`config.mk`:
```
export PLATFORM = sky130hd
export DESIGN_NAME = mem_arbiter_flat
export DESIGN_NICKNAME = d
export VERILOG_FILES = /design/src/rtl/mem_arbiter_if.sv /design/src/rtl/mem_arbiter.sv /design/src/flat_wrapper.sv
export SDC_FILE = /design/constraint.sdc
export NUM_CORES = 1
export LEC_CHECK = 0
export BUFFER_PORTS_ARGS = -buffer_cell sky130_fd_sc_hd__buf_4
export CAP_MARGIN = 10
export CORE_MARGIN = 5
export CORE_UTILIZATION = 51
export CTS_CLUSTER_DIAMETER = 200
export DETAILED_ROUTE_END_ITERATION = 8
export PLACE_DENSITY = 0.83
export SLEW_MARGIN = 20
export SYNTH_ARGS = -nofsm -noshare
export SYNTH_HDL_FRONTEND = slang
export SYNTH_SLANG_ARGS = --single-unit
```
`constraint.sdc`:
```
create_clock -name clk -period 4.6 [get_ports clk]
set_input_delay 0.92 -clock clk [delete_from_list [all_inputs] [get_ports clk]]
set_output_delay 0.92 -clock clk [all_outputs]
set_load 0.005 [all_outputs]
```
`src/rtl/mem_arbiter_if.sv`:
```
// Bundle of requester-side and shared-bus signals around mem_arbiter.
// The master view is the arbiter itself; the slave view is its environment.
interface mem_arbiter_if;
    logic        if_ce_i;
    logic [31:0] if_addr_i;
    logic [31:0] if_data_o;
    logic        if_ready_o;

    logic        d_ce_i;
    logic        d_we_i;
    logic [3:0]  d_sel_i;
    logic [31:0] d_addr_i;
    logic [31:0] d_data_i;
    logic [31:0] d_data_o;
    logic        d_ready_o;

    logic        bus_cyc_o;
    logic        bus_we_o;
    logic [3:0]  bus_sel_o;
    logic [31:0] bus_addr_o;
    logic [31:0] bus_data_o;
    logic [31:0] bus_data_i;
    logic        bus_ack_i;

    logic        err_o;
    logic        stallreq_o;

    modport master (
        input  if_ce_i, if_addr_i, d_ce_i, d_we_i, d_sel_i, d_addr_i, d_data_i,
        input  bus_data_i, bus_ack_i,
        output if_data_o, if_ready_o, d_data_o, d_ready_o,
        output bus_cyc_o, bus_we_o, bus_sel_o, bus_addr_o, bus_data_o,
        output err_o, stallreq_o
    );

    modport slave (
        output if_ce_i, if_addr_i, d_ce_i, d_we_i, d_sel_i, d_addr_i, d_data_i,
        output bus_data_i, bus_ack_i,
        input  if_data_o, if_ready_o, d_data_o, d_ready_o,
        input  bus_cyc_o, bus_we_o, bus_sel_o, bus_addr_o, bus_data_o,
        input  err_o, stallreq_o
    );
endinterface

```
`src/rtl/mem_arbiter.sv`:
```
// Arbitrates instruction-fetch and data requests onto one shared bus, with
// instruction-starvation protection and an access timeout.
module mem_arbiter #(
    parameter int STARVE_LIMIT = 4,
    parameter int TIMEOUT      = 255
) (
    input  logic          clk,
    input  logic          rst,
    mem_arbiter_if.master mb
);
    typedef enum logic [1:0] {
        IDLE  = 2'd0,
        GNT_D = 2'd1,
        GNT_I = 2'd2
    } state_t;

    localparam logic [2:0] STARVE_MAX  = 3'(STARVE_LIMIT);
    localparam logic [7:0] TIMEOUT_CNT = 8'(TIMEOUT);

    state_t     state;
    state_t     state_next;
    logic [2:0] starve_cnt;
    logic [7:0] wait_cnt;
    logic       completing;
    logic       grant_d;
    logic       grant_i;
    logic       ack_hit;
    logic       timeout_hit;

    // No grant is made while a ready pulse is out, so a held ce is re-sampled first.
    assign completing = mb.if_ready_o | mb.d_ready_o;

    always_ff @(posedge clk or negedge rst) begin
        if (!rst) begin
            state      <= IDLE;
            starve_cnt <= 3'd0;
            wait_cnt   <= 8'd0;
        end else begin
            state <= state_next;

            if (grant_i || !mb.if_ce_i) begin
                starve_cnt <= 3'd0;
            end else if (grant_d && (starve_cnt < STARVE_MAX)) begin
                starve_cnt <= starve_cnt + 3'd1;
            end

            if (grant_d || grant_i) begin
                wait_cnt <= 8'd0;
            end else if ((state != IDLE) && !ack_hit && !timeout_hit) begin
                wait_cnt <= wait_cnt + 8'd1;
            end
        end
    end

    always_comb begin
        state_next = state;
        case (state)
            IDLE: begin
                if (grant_d) begin
                    state_next = GNT_D;
                end else if (grant_i) begin
                    state_next = GNT_I;
                end
            end
            GNT_D, GNT_I: begin
                if (ack_hit || timeout_hit) begin
                    state_next = IDLE;
                end
            end
            default: state_next = IDLE;
        endcase
    end

    always_comb begin
        grant_d     = 1'b0;
        grant_i     = 1'b0;
        ack_hit     = 1'b0;
        timeout_hit = 1'b0;
        case (state)
            IDLE: begin
                if (!completing) begin
                    if (mb.d_ce_i && ((starve_cnt < STARVE_MAX) || !mb.if_ce_i)) begin
                        grant_d = 1'b1;
                    end else if (mb.if_ce_i) begin
                        grant_i = 1'b1;
                    end
                end
            end
            GNT_D, GNT_I: begin
                ack_hit     = mb.bus_ack_i;
                timeout_hit = !mb.bus_ack_i && ((wait_cnt + 8'd1) == TIMEOUT_CNT);
            end
            default: ;
        endcase
    end

    always_ff @(posedge clk or negedge rst) begin
        if (!rst) begin
            mb.bus_cyc_o  <= 1'b0;
            mb.bus_we_o   <= 1'b0;
            mb.bus_sel_o  <= 4'd0;
            mb.bus_addr_o <= 32'd0;
            mb.bus_data_o <= 32'd0;
            mb.if_data_o  <= 32'd0;
            mb.if_ready_o <= 1'b0;
            mb.d_data_o   <= 32'd0;
            mb.d_ready_o  <= 1'b0;
            mb.err_o      <= 1'b0;
        end else begin
            mb.if_ready_o <= 1'b0;
            mb.d_ready_o  <= 1'b0;
            mb.err_o      <= 1'b0;

            if (grant_d) begin
                mb.bus_cyc_o  <= 1'b1;
                mb.bus_we_o   <= mb.d_we_i;
                mb.bus_sel_o  <= mb.d_sel_i;
                mb.bus_addr_o <= mb.d_addr_i;
                mb.bus_data_o <= mb.d_we_i ? mb.d_data_i : 32'd0;
            end else if (grant_i) begin
                mb.bus_cyc_o  <= 1'b1;
                mb.bus_we_o   <= 1'b0;
                mb.bus_sel_o  <= 4'b1111;
                mb.bus_addr_o <= mb.if_addr_i;
                mb.bus_data_o <= 32'd0;
            end else if (ack_hit || timeout_hit) begin
                mb.bus_cyc_o  <= 1'b0;
                mb.bus_we_o   <= 1'b0;
                mb.bus_sel_o  <= 4'd0;
                mb.bus_addr_o <= 32'd0;
                mb.bus_data_o <= 32'd0;
            end

            if (ack_hit) begin
                if (state == GNT_I) begin
                    mb.if_data_o  <= mb.bus_data_i;
                    mb.if_ready_o <= 1'b1;
                end else begin
                    if (!mb.bus_we_o) begin
                        mb.d_data_o <= mb.bus_data_i;
                    end
                    mb.d_ready_o <= 1'b1;
                end
            end else if (timeout_hit) begin
                mb.err_o <= 1'b1;
                if (state == GNT_I) begin
                    mb.if_data_o  <= 32'd0;
                    mb.if_ready_o <= 1'b1;
                end else begin
                    mb.d_data_o  <= 32'd0;
                    mb.d_ready_o <= 1'b1;
                end
            end
        end
    end

    // Held low during reset so every output reads 0 while rst is asserted.
    assign mb.stallreq_o = rst & ((mb.if_ce_i & ~mb.if_ready_o) | (mb.d_ce_i & ~mb.d_ready_o));

endmodule

```
`src/flat_wrapper.sv`:
```
// flat-port wrapper written by rule: the top's interface ports become plain ports
module mem_arbiter_flat 
#(
    parameter int STARVE_LIMIT = 4,
    parameter int TIMEOUT      = 255
)
  (clk, rst, mb_if_ce_i, mb_if_addr_i, mb_d_ce_i, mb_d_we_i, mb_d_sel_i, mb_d_addr_i, mb_d_data_i, mb_bus_data_i, mb_bus_ack_i, mb_if_data_o, mb_if_ready_o, mb_d_data_o, mb_d_ready_o, mb_bus_cyc_o, mb_bus_we_o, mb_bus_sel_o, mb_bus_addr_o, mb_bus_data_o, mb_err_o, mb_stallreq_o);
  mem_arbiter_if mb_i ();
  input  logic clk;
  input  logic rst;
  input wire logic [$bits(mb_i.if_ce_i)-1:0] mb_if_ce_i;
  input wire logic [$bits(mb_i.if_addr_i)-1:0] mb_if_addr_i;
  input wire logic [$bits(mb_i.d_ce_i)-1:0] mb_d_ce_i;
  input wire logic [$bits(mb_i.d_we_i)-1:0] mb_d_we_i;
  input wire logic [$bits(mb_i.d_sel_i)-1:0] mb_d_sel_i;
  input wire logic [$bits(mb_i.d_addr_i)-1:0] mb_d_addr_i;
  input wire logic [$bits(mb_i.d_data_i)-1:0] mb_d_data_i;
  input wire logic [$bits(mb_i.bus_data_i)-1:0] mb_bus_data_i;
  input wire logic [$bits(mb_i.bus_ack_i)-1:0] mb_bus_ack_i;
  output wire logic [$bits(mb_i.if_data_o)-1:0] mb_if_data_o;
  output wire logic [$bits(mb_i.if_ready_o)-1:0] mb_if_ready_o;
  output wire logic [$bits(mb_i.d_data_o)-1:0] mb_d_data_o;
  output wire logic [$bits(mb_i.d_ready_o)-1:0] mb_d_ready_o;
  output wire logic [$bits(mb_i.bus_cyc_o)-1:0] mb_bus_cyc_o;
  output wire logic [$bits(mb_i.bus_we_o)-1:0] mb_bus_we_o;
  output wire logic [$bits(mb_i.bus_sel_o)-1:0] mb_bus_sel_o;
  output wire logic [$bits(mb_i.bus_addr_o)-1:0] mb_bus_addr_o;
  output wire logic [$bits(mb_i.bus_data_o)-1:0] mb_bus_data_o;
  output wire logic [$bits(mb_i.err_o)-1:0] mb_err_o;
  output wire logic [$bits(mb_i.stallreq_o)-1:0] mb_stallreq_o;
  assign mb_i.if_ce_i = mb_if_ce_i;
  assign mb_i.if_addr_i = mb_if_addr_i;
  assign mb_i.d_ce_i = mb_d_ce_i;
  assign mb_i.d_we_i = mb_d_we_i;
  assign mb_i.d_sel_i = mb_d_sel_i;
  assign mb_i.d_addr_i = mb_d_addr_i;
  assign mb_i.d_data_i = mb_d_data_i;
  assign mb_i.bus_data_i = mb_bus_data_i;
  assign mb_i.bus_ack_i = mb_bus_ack_i;
  assign mb_if_data_o = mb_i.if_data_o;
  assign mb_if_ready_o = mb_i.if_ready_o;
  assign mb_d_data_o = mb_i.d_data_o;
  assign mb_d_ready_o = mb_i.d_ready_o;
  assign mb_bus_cyc_o = mb_i.bus_cyc_o;
  assign mb_bus_we_o = mb_i.bus_we_o;
  assign mb_bus_sel_o = mb_i.bus_sel_o;
  assign mb_bus_addr_o = mb_i.bus_addr_o;
  assign mb_bus_data_o = mb_i.bus_data_o;
  assign mb_err_o = mb_i.err_o;
  assign mb_stallreq_o = mb_i.stallreq_o;
  mem_arbiter #(.STARVE_LIMIT(STARVE_LIMIT), .TIMEOUT(TIMEOUT)) u_core (.clk(clk), .rst(rst), .mb(mb_i));
endmodule
```
# Word level (Yosys, flattened, before mapping)
# Index checks and enable logic that the tools add are counted.
# W data, S select, Z words.
# totals
output_inout_bits,138
in_bits,138
regBits,150
# classes
n_bitwise,7
n_eq_ne,10
magnitude_cmp,1
addsub,2
muxes,48
n_reduce_logical,23
# ops
op,n
$mux W32,15
$mux W1,22
$mux W8,2
$mux W4,3
$ne A2 B2 Y1 const B,5
$add A8 B1 Y8 const B,1
$eq A8 B8 Y1 const B,1
$reduce_bool A2 Y1,4
$mux W2,3
$mux W3,2
$logic_and A1 B1 Y1,5
$logic_not A1 Y1,4
$logic_or A1 B1 Y1,4
$pmux W2 S2,1
$reduce_and A4 Y1,1
$add A3 B1 Y3 const B,1
$and A1 B1 Y1,3
$lt A3 B3 Y1 const B,1
$ne A3 B1 Y1 const B,1
$reduce_and A3 Y1,1
$reduce_bool A3 Y1,1
$eq A2 B1 Y1 const B,1
$eq A2 B2 Y1 const B,1
$logic_not A2 Y1,1
other kinds (5),7

# Logic depth before layout (Yosys ltp)
# depth
word_depth,9
ltp_mapped,9
mapped_depth_nobuf,8

# Worst setup path after synthesis
# Ideal clock, no wire load.
# synth_timing
path_kind,input -> register
start,in mb_bus_ack_i
end,reg u_core.mb.bus_data_o[0]
setup_ps,121
t_arrival_ps,2144
path_stages,7
required_ps,4479
n_path_buf,2
path_slack_ps,2335
cell_sequence,nand2b_1 -> nor2_1 -> a41oi_2 -> and2_1 -> buf_6 -> buf_6 -> a22o_1
# synth_between
elab_chain_len,5
word_cells_on_any_way,6
classes_between,mux (2); reduce/logical (4)
# synth_rtl
element,line,source
start: declaration,flat_wrapper.sv:19,input wire logic [$bits(mb_i.bus_ack_i)-1:0] mb_bus_ack_i;
$logic_not A1 Y1,mem_arbiter.sv:91,timeout_hit = !mb.bus_ack_i && ((wait_cnt + 8'd1) == TIMEOUT_CNT);
$logic_and A1 B1 Y1,mem_arbiter.sv:91,
$mux W1,mem_arbiter.sv:79,case (state)
$logic_or A1 B1 Y1 *,mem_arbiter.sv:126,end else if (ack_hit || timeout_hit) begin
$reduce_bool A3 Y1 (no source line) *,-,
end signal: assignment,mem_arbiter.sv:119,mb.bus_data_o <= mb.d_we_i ? mb.d_data_i : 32'd0;
end: declaration,mem_arbiter_if.sv:32,"output bus_cyc_o, bus_we_o, bus_sel_o, bus_addr_o, bus_data_o,"
# Every way passes the cells marked *; elsewhere a longest branch is shown, timed or not.
# A chain may end at the register's enable or synchronous reset.

# Worst setup path after layout
# layout_timing
start,in rst
end,out mb_stallreq_o
# layout_between
elab_chain_len,1
# layout_rtl
element,line,source
start: declaration,flat_wrapper.sv:10,input logic rst;
$and A1 B1 Y1,mem_arbiter.sv:158,assign mb.stallreq_o = rst & ((mb.if_ce_i & ~mb.if_ready_o) | (mb.d_ce_i & ~mb.d_ready_o));
end: declaration,flat_wrapper.sv:30,output wire logic [$bits(mb_i.stallreq_o)-1:0] mb_stallreq_o;
# Every way passes these cells.

==> summary.md <==
| Metric | Value |
|---|---|
| Post-synth top area share | roughly 60% |
| Peak supply drop | 436 uV |
| Worst rel slew slack | slightly below 50% |
| DP HPWL | about 14000 um |
| TritonRoute pass-1 iters | 4 |
| Worst-Margin Slew | approximately 0.77 ns |
| R2R Setup Slk | 2.10 ns |
| Critical-path cell list | buf_6 > a21boi_0 > buf_4 |
| RSZ-0062 raised after global routing | no |
| P per Cell Area | 702 nW/um2 |
| # setup viols final | 0 |
| Max cap viols | 0 |
| Total clock sinks | 150 |
| Initial antenna violation count | 0 |
| Fill count | 742 |
| CTS H-Tree Depth | 4 |
| Setup bufs post-CTS | 0 |
| Switching part of the total power | between 30% and 40% |
| Setup CP Type | input pin to output port |
| Cell Area, Placed | ~8000 um2 |
| Core Area | between 10000 and 15000 um2 |
| FP Rows | 39 |
| Reg clk slew, reported paths | about 0.060 ns |
| Post-synth ARST share | 100% |
| Post-route DRC | 0 |
| FMAX | just under 0.4 GHz |
| CTS tree | built |
| Clock share of power | about a quarter |
| Crit start category | input pin |
| Mapped Nets | between 600 and 700 |
| Initial Util | 52.5% |
| Drt total wl | 18900 um |
| Final Non-Filler Cells | about 940 |
| TritonCTS Buffers | 17 |
| Largest area contributor in the netlist | dfrtp_1 |
| Bufs on Longest Clock Path | 2 |
| Synth area leaders | dfrtp_1 62%, a22o_1 14%, nand2_1 5.0% |
| WP data required | around 3.7 ns |
| Cells after DPL | around 900 |
| Sequential area share after synthesis | between 60% and 70% |
| Commonest non-fill, non-tap cells in the layout | 282 x buf_4, 150 x dfrtp_1, 96 x a22o_1, 81 x nand2_1, 38 x a21oi_1 |
| Most common cell after layout, fill and taps aside | buf_4 |
| Mapped Area | just over 6000 um2 |
| Die extent in y | 119 um |
| Number of synthesized flops with an enable pin | 0 |
| Setup Skew | between 0.009 and 0.01 ns |
| Area Overhead vs Synth | 45.9% |
| Total number of vias | around 5300 |
| Seq cells post-synth | 150 |
| Cells on worst reg2reg path | 6 |
| Post-cts sizing count | 0 |
| CP bufs+invs | 2 |
| CTS root buffer | clkbuf_16 |
| Sequential Power Share | a little over a third |
| CP max stage delay | 0.33 ns |
| Number of global-route vias before repair | 5543 |
| Post-route cell area | approximately 8900 um2 |
| Crit path max fanout | 45 |
| Fin Setup TNS | 0 ns |
| First-pass GRT wire length | approximately 30000 um |
| Leakage power | 4.78 nW |
| Most common flop cell mapped by yosys | dfrtp_1 |
| Combinational share of power | approximately two fifths |
| Routed WL per cell | roughly 20 um |
| DR vias/cell | approximately 5.7 |
| Port-buffer cells | between 200 and 300 |
| Shortest period the worst path allows | 2.56 ns |
| Fin nets | between 900 and 1000 |
| Io pins | between 200 and 300 |
| Largest delay contributor family on the critical path | buffers and inverters |
| Synth Instances | 517 |
| Routability cong. | around 0.86 |
| Final Hold Viols | 0 |
| Gr ovfl total | 0 |
| Post-route ant nets | 0 |
| Crit. End Element | output port |
| Min-delay worst type | input pin to asynchronous set/reset pin |
| Unique masters post-synth | 36 |
| GRT Overall Usage | a little over a quarter |
| Synth warnings | 0 |
| Syn Area/Cell | roughly 12 um2 |
| DRT iter0 DRCs | between 600 and 700 |
| Period utilisation layout | 55.7% |
| Antenna diode count | 0 |
| Hold-fix buffers, CTS | 0 |
| Worst path slowest cell | buf_6 |
| Critical path origin | rst |
| Worst r2r src | u_core.wait_cnt[0] |
| Share of layout cells above drive strength 1 | about two fifths |
| Die X | between 100 and 150 um |
| Final Max Tran Viols | 0 |
| Reg2reg end | u_core.mb.bus_data_o[20] |
| Net Sw Power | ~2.1 mW |
| Full die area | 14200 um2 |
| Status | finished clean |
| Worst-skew pair later-pin latency | 0.42 ns |
| Maximum number of pins on one net before global-route repair | between 60 and 70 |
| Internal | slightly above 4 mW |
| CP arrival | 1.64 ns |
flip-flops by register name, indices dropped and copies added, names as in the netlist:
signal and flops:
u_core.mb.if_ready_o 1, u_core.mb.bus_we_o 1, u_core.mb.d_data_o 32, u_core.mb.bus_sel_o 4
u_core.mb.if_data_o 32, u_core.wait_cnt 8, u_core.starve_cnt 3, u_core.mb.err_o 1
u_core.mb.bus_data_o 32, u_core.mb.bus_addr_o 32, u_core.mb.d_ready_o 1, u_core.state 2
u_core.mb.bus_cyc_o 1
routing by layer:
layer	global-route usage, %	part of all wire (%)
met5	0	0
met3	9.19	9.4
met4	9.56	2.2
met1	31.4	37
met2	45.5	51
power by group through the flow:
stage	registers (mW)	clock network (mW)	logic, mW
detailed placement	2.26	0	2.52
global route	2.34	1.55	2.74
global placement	2.24	0	2.42
floorplan	2.26	0	1.23
CTS	2.26	1.49	2.52
finish	2.26	1.47	2.50
through the flow:
stage	utilization (%)	hold WS [ns]	setup WS, ns	power [mW]
2_1_floorplan	-	0.471	2.33	3.49
5_1_grt	76.7	0.433	1.96	6.62
4_1_cts	76.6	0.421	1.73	6.27
3_5_place_dp	71.2	0.467	1.47	4.79
3_3_place_gp	71.2	0.459	1.57	4.65
6_report	76.7	0.420	2.04	6.23
cell usage after synthesis, types with 3 or more instances:
master and count:
inv_1 5, and3_1 5, nand2_1 81, nor2_1 10, buf_6 3, ha_1 5, clkbuf_1 20, buf_2 13
nand2b_1 5, a22o_1 96, dfrtp_1 150, o21ai_0 8, and2_1 6, a21o_1 34, a21oi_1 38, mux2i_1 4
nor3_1 4, a31o_2 3, nand3_1 7
worst max path at each step:
stage / end / cells past startpoint / slack (ns)
finish: mb_stallreq_o / 3 / 2.04
floorplan: u_core.mb.bus_data_o[0] / 7 / 2.33
global placement: u_core.mb.bus_data_o[18] / 4 / 1.57
CTS: u_core.mb.bus_data_o[20] / 6 / 1.73
detailed placement: u_core.mb.bus_data_o[1] / 4 / 1.47
global route: u_core.mb.bus_data_o[20] / 6 / 1.96
final cells by class:
| cell class | count | area, um2 | area share [%] |
|---|---|---|---|
| Tap cell | 143 | 179 | 2.02 |
| Timing Repair Buffer | 283 | 2130 | 24.0 |
| Inverter | 6 | 22.5 | 0.254 |
| Sequential cell | 150 | 3750 | 42.3 |
| Multi-Input combinational cell | 325 | 2150 | 24.3 |
| Clock inverter | 12 | 175 | 1.98 |
| Clock buffer | 20 | 457 | 5.15 |
cell families after synthesis:
| kind of cell | after synthesis | synth area share (%) |
|---|---|---|
| buf+inv | 42 | 3.23 |
| mux | 4 | 0.659 |
| fa+ha+maj | 5 | 1.03 |
| simple gates | 125 | 9.06 |
| compound gates | 186 | 23.3 |
| flops | 150 | 61.8 |
| xor+xnor | 5 | 0.968 |
(Power assumes the default switching activity.)
